--- config.mk ---
export PLATFORM = sky130hd
export DESIGN_NAME = mips_multicycle_ctrl
export DESIGN_NICKNAME = d
export VERILOG_FILES = /design/src/rtl/mips_multicycle_ctrl_pkg.sv /design/src/rtl/mips_multicycle_ctrl_outdec.sv /design/src/rtl/mips_multicycle_ctrl.sv
export SDC_FILE = /design/constraint.sdc
export NUM_CORES = 1
export LEC_CHECK = 0
export CORE_MARGIN = 5
export CORE_UTILIZATION = 47
export DETAILED_ROUTE_END_ITERATION = 8
export GPL_ROUTABILITY_DRIVEN = 0
export MAX_ROUTING_LAYER = met4
export PLACE_DENSITY = 0.94
export SYNTH_ARGS = -nofsm -noshare
export SYNTH_HDL_FRONTEND = slang
export SYNTH_SLANG_ARGS = --single-unit
--- constraint.sdc ---
create_clock -name clk -period 9.1 [get_ports clk]
set_input_delay 1.365 -clock clk [delete_from_list [all_inputs] [get_ports clk]]
set_output_delay 1.365 -clock clk [all_outputs]
set_load 0.01 [all_outputs]
--- src/rtl/mips_multicycle_ctrl_pkg.sv ---
// Shared encodings for the multicycle MIPS control unit: states, opcodes,
// datapath mux selects, ALU commands and the control output bundle.
package mips_ctrl_pkg;

    typedef enum logic [3:0] {
        S_FETCH   = 4'd0,
        S_DECODE  = 4'd1,
        S_MEMADR  = 4'd2,
        S_MEMRD   = 4'd3,
        S_MEMWB   = 4'd4,
        S_MEMWR   = 4'd5,
        S_EXEC    = 4'd6,
        S_ALUWB   = 4'd7,
        S_BRANCH  = 4'd8,
        S_JUMP    = 4'd9,
        S_ADDI_EX = 4'd10,
        S_ADDI_WB = 4'd11
    } state_e;

    localparam logic [5:0] OP_RTYPE = 6'h00;
    localparam logic [5:0] OP_LW    = 6'h23;
    localparam logic [5:0] OP_SW    = 6'h2B;
    localparam logic [5:0] OP_BEQ   = 6'h04;
    localparam logic [5:0] OP_J     = 6'h02;
    localparam logic [5:0] OP_ADDI  = 6'h08;

    localparam logic [1:0] SRCB_REGB    = 2'b00;
    localparam logic [1:0] SRCB_FOUR    = 2'b01;
    localparam logic [1:0] SRCB_IMM     = 2'b10;
    localparam logic [1:0] SRCB_IMM_SH2 = 2'b11;

    localparam logic [1:0] PCSRC_ALU    = 2'b00;
    localparam logic [1:0] PCSRC_ALUOUT = 2'b01;
    localparam logic [1:0] PCSRC_JUMP   = 2'b10;

    localparam logic [5:0] ALU_ADD_OP   = 6'h23;
    localparam logic [5:0] ALU_SUB_OP   = 6'h04;
    localparam logic [5:0] ALU_RTYPE_OP = 6'h00;

    typedef struct packed {
        logic       mem_read;
        logic       mem_write;
        logic       iord;
        logic       ir_write;
        logic       pc_en;
        logic       reg_write;
        logic       reg_dst;
        logic       mem_to_reg;
        logic       alu_src_a;
        logic [1:0] alu_src_b;
        logic [1:0] pc_source;
        logic [5:0] alu_opcode;
        logic [5:0] alu_func;
        logic       retire;
    } ctrl_t;

    // Idle bundle: every strobe low, every select zero, ALU commanded to add.
    function automatic ctrl_t ctrl_default();
        ctrl_t c;
        c            = '0;
        c.alu_opcode = ALU_ADD_OP;
        return c;
    endfunction

endpackage

--- src/rtl/mips_multicycle_ctrl_outdec.sv ---
// Combinational decode of the registered state (plus mem_ready, alu_zero,
// instr_func) into every datapath control output of the multicycle MIPS.
// Ports: state in, mem_ready/alu_zero in, instr_func[5:0] in, ctrl bundle out.
module mips_ctrl_outdec
    import mips_ctrl_pkg::*;
(
    input  state_e     state,
    input  logic       mem_ready,
    input  logic       alu_zero,
    input  logic [5:0] instr_func,
    output ctrl_t      ctrl
);

    always_comb begin
        ctrl = ctrl_default();
        unique case (state)
            S_FETCH: begin
                ctrl.mem_read  = 1'b1;
                ctrl.alu_src_b = SRCB_FOUR;
                // IR load and PC+4 update happen in the cycle memory completes
                ctrl.ir_write  = mem_ready;
                ctrl.pc_en     = mem_ready;
            end
            S_DECODE: begin
                ctrl.alu_src_b = SRCB_IMM_SH2;
            end
            S_MEMADR: begin
                ctrl.alu_src_a = 1'b1;
                ctrl.alu_src_b = SRCB_IMM;
            end
            S_MEMRD: begin
                ctrl.mem_read = 1'b1;
                ctrl.iord     = 1'b1;
            end
            S_MEMWB: begin
                ctrl.reg_write  = 1'b1;
                ctrl.mem_to_reg = 1'b1;
                ctrl.retire     = 1'b1;
            end
            S_MEMWR: begin
                ctrl.mem_write = 1'b1;
                ctrl.iord      = 1'b1;
                ctrl.retire    = mem_ready;
            end
            S_EXEC: begin
                ctrl.alu_src_a  = 1'b1;
                ctrl.alu_opcode = ALU_RTYPE_OP;
                ctrl.alu_func   = instr_func;
            end
            S_ALUWB: begin
                ctrl.reg_write = 1'b1;
                ctrl.reg_dst   = 1'b1;
                ctrl.retire    = 1'b1;
            end
            S_BRANCH: begin
                ctrl.alu_src_a  = 1'b1;
                ctrl.alu_opcode = ALU_SUB_OP;
                ctrl.pc_source  = PCSRC_ALUOUT;
                // Not taken leaves the PC+4 written during FETCH
                ctrl.pc_en      = alu_zero;
                ctrl.retire     = 1'b1;
            end
            S_JUMP: begin
                ctrl.pc_source = PCSRC_JUMP;
                ctrl.pc_en     = 1'b1;
                ctrl.retire    = 1'b1;
            end
            S_ADDI_EX: begin
                ctrl.alu_src_a = 1'b1;
                ctrl.alu_src_b = SRCB_IMM;
            end
            S_ADDI_WB: begin
                ctrl.reg_write = 1'b1;
                ctrl.retire    = 1'b1;
            end
            default: ;
        endcase
    end

endmodule

--- src/rtl/mips_multicycle_ctrl.sv ---
// Multicycle MIPS control unit: state register, next-state logic, retired
// instruction counter. Inputs: clk, rst, IR opcode/func, alu_zero, mem_ready.
// Outputs: memory strobes, datapath enables/selects, ALU command, status.
module mips_multicycle_ctrl
    import mips_ctrl_pkg::*;
(
    input  logic        clk,
    input  logic        rst,
    input  logic [5:0]  instr_opcode,
    input  logic [5:0]  instr_func,
    input  logic        alu_zero,
    input  logic        mem_ready,
    output logic        mem_read,
    output logic        mem_write,
    output logic        iord,
    output logic        ir_write,
    output logic        pc_en,
    output logic        reg_write,
    output logic        reg_dst,
    output logic        mem_to_reg,
    output logic        alu_src_a,
    output logic [1:0]  alu_src_b,
    output logic [1:0]  pc_source,
    output logic [5:0]  alu_opcode,
    output logic [5:0]  alu_func,
    output logic        illegal,
    output logic        retire,
    output logic [31:0] instr_count,
    output logic [3:0]  state_o
);

    state_e      state_q, state_d;
    logic [31:0] instr_count_q, instr_count_d;
    logic        illegal_raw;
    ctrl_t       ctrl_raw, ctrl_out;

    mips_ctrl_outdec u_outdec (
        .state      (state_q),
        .mem_ready  (mem_ready),
        .alu_zero   (alu_zero),
        .instr_func (instr_func),
        .ctrl       (ctrl_raw)
    );

    always_comb begin
        state_d     = state_q;
        illegal_raw = 1'b0;
        unique case (state_q)
            S_FETCH:  if (mem_ready) state_d = S_DECODE;
            S_DECODE: begin
                unique case (instr_opcode)
                    OP_LW, OP_SW: state_d = S_MEMADR;
                    OP_RTYPE:     state_d = S_EXEC;
                    OP_BEQ:       state_d = S_BRANCH;
                    OP_J:         state_d = S_JUMP;
                    OP_ADDI:      state_d = S_ADDI_EX;
                    default: begin
                        illegal_raw = 1'b1;
                        state_d     = S_FETCH;
                    end
                endcase
            end
            S_MEMADR: state_d = (instr_opcode == OP_SW) ? S_MEMWR : S_MEMRD;
            S_MEMRD:  if (mem_ready) state_d = S_MEMWB;
            S_MEMWR:  if (mem_ready) state_d = S_FETCH;
            S_EXEC:   state_d = S_ALUWB;
            S_ADDI_EX: state_d = S_ADDI_WB;
            default:  state_d = S_FETCH;
        endcase
    end

    // Reset silences every output in the same cycle it is asserted
    always_comb begin
        ctrl_out      = rst ? ctrl_default() : ctrl_raw;
        instr_count_d = instr_count_q + {31'd0, ctrl_out.retire};
    end

    always_ff @(posedge clk) begin
        if (rst) begin
            state_q       <= S_FETCH;
            instr_count_q <= 32'd0;
        end else begin
            state_q       <= state_d;
            instr_count_q <= instr_count_d;
        end
    end

    assign mem_read    = ctrl_out.mem_read;
    assign mem_write   = ctrl_out.mem_write;
    assign iord        = ctrl_out.iord;
    assign ir_write    = ctrl_out.ir_write;
    assign pc_en       = ctrl_out.pc_en;
    assign reg_write   = ctrl_out.reg_write;
    assign reg_dst     = ctrl_out.reg_dst;
    assign mem_to_reg  = ctrl_out.mem_to_reg;
    assign alu_src_a   = ctrl_out.alu_src_a;
    assign alu_src_b   = ctrl_out.alu_src_b;
    assign pc_source   = ctrl_out.pc_source;
    assign alu_opcode  = ctrl_out.alu_opcode;
    assign alu_func    = ctrl_out.alu_func;
    assign retire      = ctrl_out.retire;
    assign illegal     = illegal_raw & ~rst;
    assign instr_count = instr_count_q;
    assign state_o     = rst ? 4'd0 : state_q;

endmodule

==> flow_summary_export.csv, run 1 <==
group,metric,value,unit
power,comb_power_share,10.6,%
routing,ant_nets,0,
global_routing,grt_pass1_vias,2177,
routing,wl_per_cell,15.2,µm
cts,insertion_delay,0.29,ns
timing,relSlewSlack,52.8,%
routing,drcViolationCount,0,
power,power_density,105,mW/mm²
worst_setup_path,cp-start-kind,"input pin",
synth,synth_cells,277,
power,switchingPower,0.0762,mW
synth,syn_avg_cell_area,7.80,µm²
routing,wl_met3,562,µm
timing,hold_violations,0,
cells_and_area,nNetsFinal,356,
synth,ys_warn_count,0,
worst_setup_path,r2r_start,"state_q[1]",
cells_and_area,postLayoutCoreUtil,67.5,%
placement,numPortBuffers,76,
floorplan,die-area,0.00605,mm²
cts,clkTransAtPathRegs,0.07,ns
synth,netlist_area,0.00216,mm²
floorplan,start_util,48.9,%
routing,wirelength,5940,µm
cells_and_area,area_growth,37.9,%
routing,avgViaCountPerCell,5.98,
synth,synth_edf_count,0,
cells_and_area,multiInputGateArea,0.00130,mm²
routing,vias,2339,
timing,whs,0.488,ns
timing,drv_slew,0,
routing,drtPass1Iterations,4,
synth,ys_top_cells_by_area,"dfxtp_1, o31ai_1, or4_1, a21oi_1, nor2_1",
cts,root_buffer,"clkbuf_8",
global_routing,grt_pass1_wl,10000,µm
routing,top_layer_used,"met4",
placement,hpwl,4360,µm
timing,max_freq,207,MHz
timing,setup_violations,0,
synth,synthFlopType,"dfxtp_1",
synth,yosysSeqAreaShare,33.4,%
synth,synth_top_cell_by_area,"dfxtp_1",
run_status,status,"finished, final reports clean",
synth,async_flop_share,0,%
cts,clkSinkCount,36,
timing,grt_setup_unrepaired,"false",
timing,setup_tns,0,ns
routing,wl_met1,2430,µm
cells_and_area,num-fill-cells,346,
routing,drtIter0Drc,178,
timing,fin_crit_sh,53.1,%
cells_and_area,drive_gt1_share,3.83,%
global_routing,antenna_found_initial,0,
timing,skew,0.00495,ns
cts,cts_hold_buf,0,
worst_setup_path,arrival,3.47,ns
synth,yosysMostFrequentCell,"dfxtp_1",
global_routing,grt_max_degree,51,
hold_path,hp-class,"flip-flop to flip-flop",
floorplan,pin_count,79,
hold_path,hold_path.startpoint,"instr_count[31]",
cts,htreeDepth,2,
power,internal-power,0.237,mW
power,p_leak,0.930,nW
worst_setup_path,crit_fanout,50,
timing,tightestPinTransition,0.706,ns
cts,cts-resized-gates,0,
timing,fin_crit,4.83,ns
power,seqPwrFrac,51.7,%
synth,ys_top_cells_by_count,"dfxtp_1, nor2_1, a21oi_1",
power,total_power,0.313,mW
worst_setup_path,cp.required,7.74,ns
flow_run,drv_cap,0,
floorplan,die_y,77.8,µm
synth,synth_cell_types,49,
global_routing,grt_overflow,0,
cts,cts_buffer_depth,2,
floorplan,dieWidth,77.8,µm
worst_setup_path,cp-end-kind,"primary output",
worst_setup_path,path_class,"input pin to primary output",
worst_setup_path,critical_path.startpoint,"rst",
synth,synth_seq_cells,36,
synth,synth_top_area_share,33.4,%
floorplan,rows,24,
global_routing,gr-usage-all-layers,20.5,%
cts,tritoncts,"yes",
floorplan,coreArea,0.00441,mm²
cts,post_cts_buffers,0,
cells_and_area,seq_area,721,µm²
power,swShare,24.3,%
power,max-vdd-ir-drop,0.0506,mV
power,clkPwrFrac,37.7,%
cts,cts_buffers,5,
routing,met2_length,2850,µm
cells_and_area,antennaDiodeCount,0,
==> final timing paths <==
check,end,slack [ns],cells past startpoint
min,instr_count[31],0.49,2
min reg2reg,instr_count[31],0.49,2
max reg2reg,instr_count[26],5.50,10
max,alu_func[3],4.27,7
==> cell type report <==
type	count	area share (%)
multi-input cells	210	43.8
repair buffers	77	25.8
flip-flops and latches	36	24.2
clock buffers	8	3.03
well taps	52	2.18
inverters	8	1.01
==> metrics by stage <==
step                      instances  worst slack (ns)  area, µm²
after floorplan                 278              5.16       2160
after global placement          383              4.34       2890
after detailed placement        383              4.27       2890
after CTS                       391              4.26       2980
after global routing            391              4.06       2980
final                           391              4.27       2980
==> cell families after synthesis <==
kind of cell,after synthesis,share of synthesized area (%)
AO/OA/AOI/OAI,61,18.0
XOR/XNOR,13,5.27
adder cells (fa/ha/maj),3,1.62
buffers and inverters,32,6.43
flip-flops,36,33.4
multiplexers,1,0.521
other,1,0.174
AND/OR/NAND/NOR,130,34.6
==> metal layers <==
layer  vias to the layer above  global-route usage [%]
met5                         -                       -
met4                         0                    9.11
met3                        10                    5.67
met2                       101                    32.1
met1                      1091                    24.5
li1                       1137                       -
==> power by group through the flow <==
stage	Sequential, mW	Clock, mW	Combinational, mW
after floorplan	0.162	0	0.0198
after global placement	0.165	0	0.0326
after detailed placement	0.165	0	0.0330
after CTS	0.162	0.119	0.0333
after global routing	0.162	0.127	0.0366
final	0.162	0.118	0.0333
==> worst max-delay path, stage by stage <==
cell,delay [ns]
clkdlybuf4s50_1,0.39
buf_4,0.28
nor2b_1,0.24
nand2_1,0.13
nor2_1,0.33
and2_1,0.19
clkdlybuf4s50_1,0.53
==> flip-flops by register name (all words and copies together), names as in the netlist <==
signal	count
state_q	4
instr_count	32
==> cells in the final DEF (no fill, tap or decap), types with 2 or more instances in the layout <==
cell	n
o31ai_1	15
nor4b_1	2
xnor2_1	9
clkbuf_1	2
clkdlybuf4s50_1	76
a211oi_1	3
nand2_1	18
nor4_1	7
o21ai_0	11
xor2_1	4
inv_1	8
nand4_1	3
nor3b_1	2
nor3_1	9
nor2_1	22
or3_1	9
nand3_1	12
a2111oi_0	2
and4_1	4
ha_1	2
and3_1	4
and2_1	7
nor2b_1	6
clkbuf_8	6
a21oi_1	21
or4_1	15
nand2b_1	3
dfxtp_1	36
conb_1	2
No activity file was read; power rests on OpenSTA's default activity.
==> run 2: changes to the inputs <==
- CORE_UTILIZATION: 47 -> 40
- PLACE_DENSITY: 0.94 -> 0.86
- clock period: 9.1 -> 4.2 ns (I/O delays scaled with it)
==> run 2 against run 1 <==
  * Utilization decreased by 9.6 points
  * Via count fell by 2.9%
  * Critical path depth increased by 3
  * Non-clock buffer count up 1
  * Worst setup slack worse by 3.5 ns
  * Worst hold slack got worse by 0.0032 ns
==> flow_summary_export.csv, run 2 (same netlist as run 1, synthesis figures left out) <==
group,metric,value,unit
run_status,status,"finished, final reports clean",
routing,wl_per_cell,14.1,µm
timing,setup_violations,0,
worst_setup_path,cp-end-kind,"flip-flop",
flow_run,drv_cap,0,
routing,wirelength,5790,µm
timing,fin_crit,3.48,ns
power,p_leak,0.930,nW
cells_and_area,final_cell_mix,"clkdlybuf4s50_1, dfxtp_1, nor2_1",
floorplan,coreArea,0.00517,mm²
floorplan,start_util,41.8,%
timing,setup_ws,0.721,ns
timing,grt_setup_unrepaired,"false",
timing,tightestPinTransition,0.743,ns
power,max-vdd-ir-drop,0.124,mV
cts,tritoncts,"yes",
timing,fin_crit_sh,82.8,%
placement,dp_cells,402,
cts,post_cts_buffers,0,
floorplan,dieWidth,83.5,µm
floorplan,rows,26,
global_routing,antenna_found_initial,0,
cts,root_buffer,"clkbuf_8",
global_routing,grt_max_degree,25,
worst_setup_path,arrival,3.70,ns
placement,hpwl,4260,µm
cells_and_area,largest_reg_flops,32,
worst_setup_path,worstPathCellList,"inv_1 > nand2_1 > o21ai_0 > a211oi_1 > ha_1 > ha_1 > nand2_1 > or3_1 > or4_1 > a21oi_1",
routing,drtPass1Iterations,4,
worst_setup_path,path_class,"flip-flop to flip-flop",
timing,setup_tns,0,ns
cts,insertion_delay,0.29,ns
cells_and_area,stdcell_count,409,
cells_and_area,postLayoutCoreUtil,57.9,%
cells_and_area,antennaDiodeCount,0,
floorplan,die-area,0.00697,mm²
floorplan,die_y,83.5,µm
power,power_density,218,mW/mm²
cells_and_area,num-fill-cells,444,
cts,cts-resized-gates,0,
placement,dp_slack,0.582,ns
timing,skew,0.00462,ns
cts,cts_buffers,5,
worst_setup_path,critPathBufInv,1,
global_routing,gr-usage-all-layers,16.0,%
power,total_power,0.654,mW
cts,clkSinkCount,36,
cells_and_area,multiInputGateArea,0.00130,mm²
cells_and_area,nNetsFinal,357,
routing,drcViolationCount,0,
global_routing,grt_pass1_wl,9130,µm
timing,hold_violations,0,
worst_setup_path,cpLargestDelayFamily,"simple AND/OR/NAND/NOR gates",
floorplan,pin_count,79,
cells_and_area,final_common_cell,"clkdlybuf4s50_1",
cells_and_area,area_growth,38.7,%
cts,cts_hold_buf,0,
timing,max_freq,287,MHz
global_routing,grt_pass1_vias,2009,
timing,drv_slew,0,
worst_setup_path,cp-start-kind,"flip-flop",
global_routing,grt_overflow,0,
cells_and_area,drive_gt1_share,4.13,%
worst_setup_path,crit_fanout,18,
routing,vias,2272,
hold_path,hp-class,"flip-flop to flip-flop",
placement,numPortBuffers,76,
cts,htreeDepth,2,
worst_setup_path,r2r_setup_slack,0.72,ns
timing,relSlewSlack,50.3,%
worst_setup_path,slowest_stage,"dfxtp_1",
cells_and_area,seq_area,721,µm²
worst_setup_path,cp.required,4.42,ns
routing,avgViaCountPerCell,5.56,
worst_setup_path,cpPeakStageDelay,0.68,ns
cts,cts_buffer_depth,2,
routing,ant_nets,0,
routing,drtIter0Drc,124,
cts,clkTransAtPathRegs,0.07,ns
-- run 2: final timing paths --
check	startpoint	end	depth (start not counted)
setup / recovery	state_q[1]	instr_count[24]	10
hold / removal	instr_count[31]	instr_count[31]	2
setup reg to reg	state_q[1]	instr_count[24]	10
hold reg to reg	instr_count[31]	instr_count[31]	2
-- run 2: stage by stage --
| stage | instance area (µm²) | hold WS (ns) |
|---|---|---|
| floorplan | 2160 | 0.496 |
| global placement | 2920 | 0.458 |
| detailed placement | 2920 | 0.474 |
| CTS | 3000 | 0.484 |
| global route | 3000 | 0.502 |
| finish | 3000 | 0.485 |
-- run 2: worst register-to-register path: cells and delay by family, from the launching register on --
family | cells | cell delay (ns)
adder cells (fa/ha/maj) | 2 | 0.45
AND/OR/NAND/NOR | 4 | 1.44
AO/OA/AOI/OAI | 3 | 0.60
flip-flops | 1 | 0.68
buffers and inverters | 1 | 0.24
-- run 2: layout make-up --
class	instances	share of cell area, %
clock inverters	1	0.167
multi-input cells	210	43.5
clock buffers	6	2.42
repair buffers	78	25.9
well taps	70	2.92
inverters	8	1.00
flip-flops and latches	36	24.1
-- run 2: where the power goes --
part           internal (mW)  switching (mW)
registers              0.343         0.00805
clock network          0.113           0.119
logic                 0.0375          0.0339
total                  0.493           0.161
-- run 2: layer usage --
layer	share of wire (%)	track usage (%)	wire length, µm	up-vias
met3	8.0	6.12	463	8
met4	1.0	4.97	60	0
met5	0	-	0	-
li1	-	-	-	1141
met2	45	24.6	2580	82
met1	46	19.4	2680	1041
==> run 3: changes to the inputs <==
- clock period: 4.2 -> 2.8 ns (I/O delays scaled with it)
==> run 3 against run 2 <==
  * First-iteration DRC count decreased by 3.2%
  * Non-clock buffer count is 22 higher
  * Register-to-register slack worse by 0.56 ns
  * Final cell count up 5.6%
  * Largest cell class unchanged
  * Die area is the same
  * Critical path depth is 5 lower
  * Power rose by 55%
  * Global-route usage increased by 1.9 points
==> flow_summary_export.csv, run 3 (same netlist as run 1, synthesis figures left out) <==
group,metric,value,unit
cells_and_area,area_growth,48.6,%
routing,ant_nets,0,
routing,drtIter0Drc,120,
global_routing,antenna_found_initial,0,
routing,drcViolationCount,0,
timing,fin_crit_sh,96.4,%
worst_setup_path,cp-end-kind,"primary output",
cells_and_area,final_common_cell,"clkdlybuf4s50_1",
routing,wirelength,6200,µm
cts,cts_hold_buf,0,
power,total_power,1.01,mW
floorplan,dieWidth,83.5,µm
global_routing,grt_max_degree,38,
worst_setup_path,crit_fanout,2,
floorplan,die-area,0.00697,mm²
cts,root_buffer,"clkbuf_8",
cells_and_area,largest_reg_flops,32,
cts,tritoncts,"yes",
routing,drtPass1Iterations,4,
cells_and_area,nNetsFinal,379,
cells_and_area,final_cell_mix,"clkdlybuf4s50_1, dfxtp_1, buf_4",
routing,avgViaCountPerCell,5.50,
cells_and_area,drive_gt1_share,13.8,%
cells_and_area,num-fill-cells,446,
floorplan,pin_count,79,
floorplan,coreArea,0.00517,mm²
power,max-vdd-ir-drop,0.216,mV
global_routing,grt_overflow,0,
timing,hold_violations,0,
worst_setup_path,cpLargestDelayFamily,"simple AND/OR/NAND/NOR gates",
timing,max_freq,370,MHz
routing,wl_met1,2730,µm
placement,numPortBuffers,76,
worst_setup_path,cp-start-kind,"input pin",
cells_and_area,antennaDiodeCount,0,
timing,skew,0.00749,ns
cts,htreeDepth,2,
cts,insertion_delay,0.29,ns
cts,clkSinkCount,36,
cells_and_area,stdcell_count,432,
run_status,status,"finished, final reports clean",
global_routing,gr-usage-all-layers,17.9,%
global_routing,grt_pass1_wl,10300,µm
floorplan,rows,26,
power,p_leak,1.07,nW
worst_setup_path,arrival,2.28,ns
routing,met2_length,2860,µm
hold_path,hp-class,"flip-flop to flip-flop",
floorplan,start_util,41.8,%
placement,dp_cells,423,
floorplan,die_y,83.5,µm
routing,vias,2374,
routing,top_layer_used,"met4",
flow_run,drv_cap,0,
timing,setup_ws,0.101,ns
cts,clkTransAtPathRegs,0.07,ns
timing,whs,0.493,ns
cts,cts_buffer_depth,2,
routing,wl_met3,450,µm
timing,fin_crit,2.70,ns
worst_setup_path,cp.required,2.38,ns
timing,setup_violations,0,
power,power_density,315,mW/mm²
worst_setup_path,path_class,"input pin to primary output",
timing,grt_setup_unrepaired,"false",
worst_setup_path,critPathBufInv,2,
cts,cts_buffers,5,
worst_setup_path,cpPeakStageDelay,0.48,ns
placement,dp_slack,-0.213,ns
timing,drv_slew,0,
worst_setup_path,worstPathCellList,"clkdlybuf4s50_1 > or3_1 > or3_1 > and4_1 > clkdlybuf4s50_1",
global_routing,grt_pass1_vias,2318,
worst_setup_path,slowest_stage,"clkdlybuf4s50_1",
routing,wl_per_cell,14.4,µm
placement,hpwl,4550,µm
-- run 3: cell count changes in the layout (fill, tap and decap cells not counted), sizes merged --
cell / before / now
clkdlybuf4s50: 76 / 73
dlymetal6s2s: 0 / 2
clkinv: 1 / 3
buf: 2 / 25
clkbuf: 6 / 5
-- run 3: final cells by class --
cell class                      instances  area [µm²]  area share [%]
Tap cell                               70        87.6            2.73
Multi-Input combinational cell        210        1340            41.7
Clock buffer                            5        68.8            2.14
Inverter                                8        30.0           0.936
Clock inverter                          3        18.8           0.585
Timing Repair Buffer                  100         945            29.4
Sequential cell                        36         722            22.5
-- run 3: worst paths after layout --
path / from / to / slack, ns / cells after the start
worst max-delay path: instr_opcode[0] / illegal / 0.10 / 5
worst min-delay path: instr_count[31] / instr_count[31] / 0.49 / 2
worst max register to register: state_q[0] / instr_count[24] / 0.16 / 10
worst min register to register: instr_count[31] / instr_count[31] / 0.49 / 2
-- run 3: power by group --
part,leakage (nW),internal (mW),switching (mW)
logic,0.732,0.0668,0.0639
registers,0.291,0.514,0.00343
clock network,0.0479,0.173,0.189
-- run 3: metal layers --
layer  global-route usage, %  vias to the layer above
met5                       -                        -
met4                    5.99                        0
met3                    4.54                       15
met2                    29.5                       98
met1                    21.3                     1079
li1                        -                     1182
-- run 3: worst reg2reg max path, cell delays in order, from the launching register on --
cell and delay, ns:
dfxtp_1 0.41, nand2b_4 0.21, nand2_1 0.08, a211oi_2 0.25, ha_2 0.24, ha_2 0.19
nand2_2 0.06, or3_1 0.33, buf_6 0.16, or4_1 0.50, a21oi_1 0.15
-- run 3: per-stage QoR --
step / utilization (%) / setup TNS [ns] / area (µm²)
after detailed placement: 59.8 / -2.45 / 3100
after global placement: 59.8 / -0.812 / 3100
after global routing: 62.0 / 0 / 3210
final: 62.0 / 0 / 3210
after CTS: 61.5 / 0 / 3180
after floorplan: - / 0 / 2210
-- run 3: what timing repair did --
action                     4_1_cts  5_1_grt
setup buffers                    0        1
setup endpoints to repair        0       23
gates resized for setup          0        9
==> RTL edit, RTL diff (settings of run 3) <==
Put one more register stage on the output `instr_count`. The value now appears one clock later. The other outputs are not delayed to match.
--- a/src/rtl/mips_multicycle_ctrl.sv
+++ b/src/rtl/mips_multicycle_ctrl.sv
@@ -102,3 +102,5 @@
     assign illegal     = illegal_raw & ~rst;
-    assign instr_count = instr_count_q;
+    always_ff @(posedge clk) begin
+        instr_count <= instr_count_q;
+    end
     assign state_o     = rst ? 4'd0 : state_q;
Function: changed (Yosys sat finds a counterexample within 4 cycles, from zero or initial values and one cycle with rst high).
==> RTL edit against run 3 <==
Design area up 24%; sequential cell count up 32; synthesized area up 28%; worst hold slack worse by 0.12 ns; worst setup slack better by 0.026 ns; highest routed layer unchanged; count of clock-buffer cells in the layout up 7; wire length up 6.3%; power up 88%.
==> RTL edit: results <==
[power]
ir_worst_vdd_v = 0.000187
p_sw_uw = 411
static-leakage-power_nw = 1.48

[clock_tree]
cts.sink_count = 68
clkLatencyLatePin_ns = 0.34
clockBufferDepth = 2
cts.clk_slew.worst_paths_ns = 0.07
root_buffer = clkbuf_8
cts_buffers = 9
h-tree-depth = 3

[hold_path]
min_from = instr_count_q[0]
hold_depth = 0
hold_class = register to register
hold_path_end = instr_count[0]

[placement]
place_area_um2 = 3750
hpwl_um = 4840
place_ws_ns = -0.447
io_buffer_count = 76

[routing]
routedWlPerCell_um = 13.7
drt_iter0_markers = 106
first_pass_iters = 4
routed_via_density = 5.28

[logic_synthesis]
synth_warnings = 0
yosysUniqueCellTypes = 50
seq_area_frac_synth_pct = 49.1
ys_top_cells_by_count = dfxtp_1 (68), nor2_1 (27), a21oi_1 (20)
ys.flop_type = dfxtp_1
async_flop_share_pct = 0
synth_top_cells_by_area = dfxtp_1 (49%), nor2_1 (3.7%), a21oi_1 (3.6%), o31ai_1 (2.7%), or4_1 (2.7%)

[setup_path]
cp_top_family = simple AND/OR/NAND/NOR gates
reg2regPathDepth = 12
cp.arrival_ns = 2.94
worst_path_max_delay_cell = or4_1
rr_endpoint = instr_count_q[26]
cp_slowest_stage_delay_ns = 0.46
rrSetupSlack_ns = 0.13
crit_path_max_fanout = 11
r2r_start = state_q[1]

[global_route]
grt_util_all_layers_pct = 15.5
grt_first_pass_wirelength_um = 10600
antenna_found_initial = 0
grt_max_degree = 36
first_global_vias = 2421

[status]
outcome = finished, final reports clean

[layout]
drive_gt1_share_pct = 13.9
largestRegisters = instr_count x32, instr_count_q x32, state_q x4
diodes = 0
final_nets = 415

[sta]
worst_pin_slew_ns = 0.755
finalSetupTns_ns = 0
worst_clock_skew_ns = 0.00408
RTL edit: metal layers:
| metal | routed length (um) | GRT usage, % | share of wire, % | vias to the layer above |
|---|---|---|---|---|
| met4 | 118 | 8.55 | 1.8 | 0 |
| met1 | 2880 | 18.1 | 44 | 1150 |
| met3 | 487 | 4.26 | 7.4 | 12 |
| li1 | - | - | - | 1282 |
| met2 | 3110 | 24.2 | 47 | 102 |
| met5 | 0 | - | 0 | - |
RTL edit: cell families (layout without fill, tap and decap cells):
family | after synthesis | in the layout | share of synthesized area [%]
muxes | 2 | 2 | 0.813
and+or+nand+nor | 134 | 134 | 26.6
DFF | 68 | 68 | 49.1
buffers and inverters | 28 | 122 | 4.65
adders and majority gates | 2 | 2 | 0.903
other | 1 | 2 | 0.135
xor gates and xnor gates | 13 | 13 | 4.11
AOI/OAI and AO/OA | 59 | 59 | 13.7
RTL edit: how the worst max path moves through the flow:
stage	startpoint	to	slack, ns	cells after the start
detailed placement	mem_ready	instr_count_q[15]	-0.45	9
finish	state_q[1]	instr_count_q[26]	0.13	12
CTS	rst	pc_en	0.02	7
global route	state_q[1]	instr_count_q[28]	0.005	12
floorplan	rst	instr_count_q[27]	0.002	9
global placement	mem_ready	instr_count_q[17]	-0.36	9
RTL edit: area by class of cell:
type | instances | area, um^2
clock inverter | 4 | 47.5
clock buffer | 12 | 155
sequential | 68 | 1360
multi-input combinational | 212 | 1340
fill | 566 | 2770
inverter | 5 | 18.8
tap | 80 | 100
timing repair buffer | 101 | 957
RTL edit: power by group through the flow:
stage	logic (mW)	registers (mW)	clock network [mW]
after floorplan	0.0691	0.992	0
after global routing	0.140	0.973	0.864
after CTS	0.130	0.972	0.819
final	0.131	0.973	0.798
after global placement	0.128	0.994	0
after detailed placement	0.130	0.994	0
RTL edit: metrics by stage:
step	std cells	hold WS, ns	power (mW)
after floorplan	308	0.338	1.06
after global placement	466	0.365	1.12
after detailed placement	466	0.366	1.12
after CTS	482	0.373	1.92
after global routing	482	0.383	1.98
final	482	0.373	1.90
RTL edit: what timing repair did:
action | CTS | global route
resized for setup | 3 | 10
endpoints found under the setup margin | 22 | 30
buffers inserted | 0 | 0
pin swaps | 0 | 2
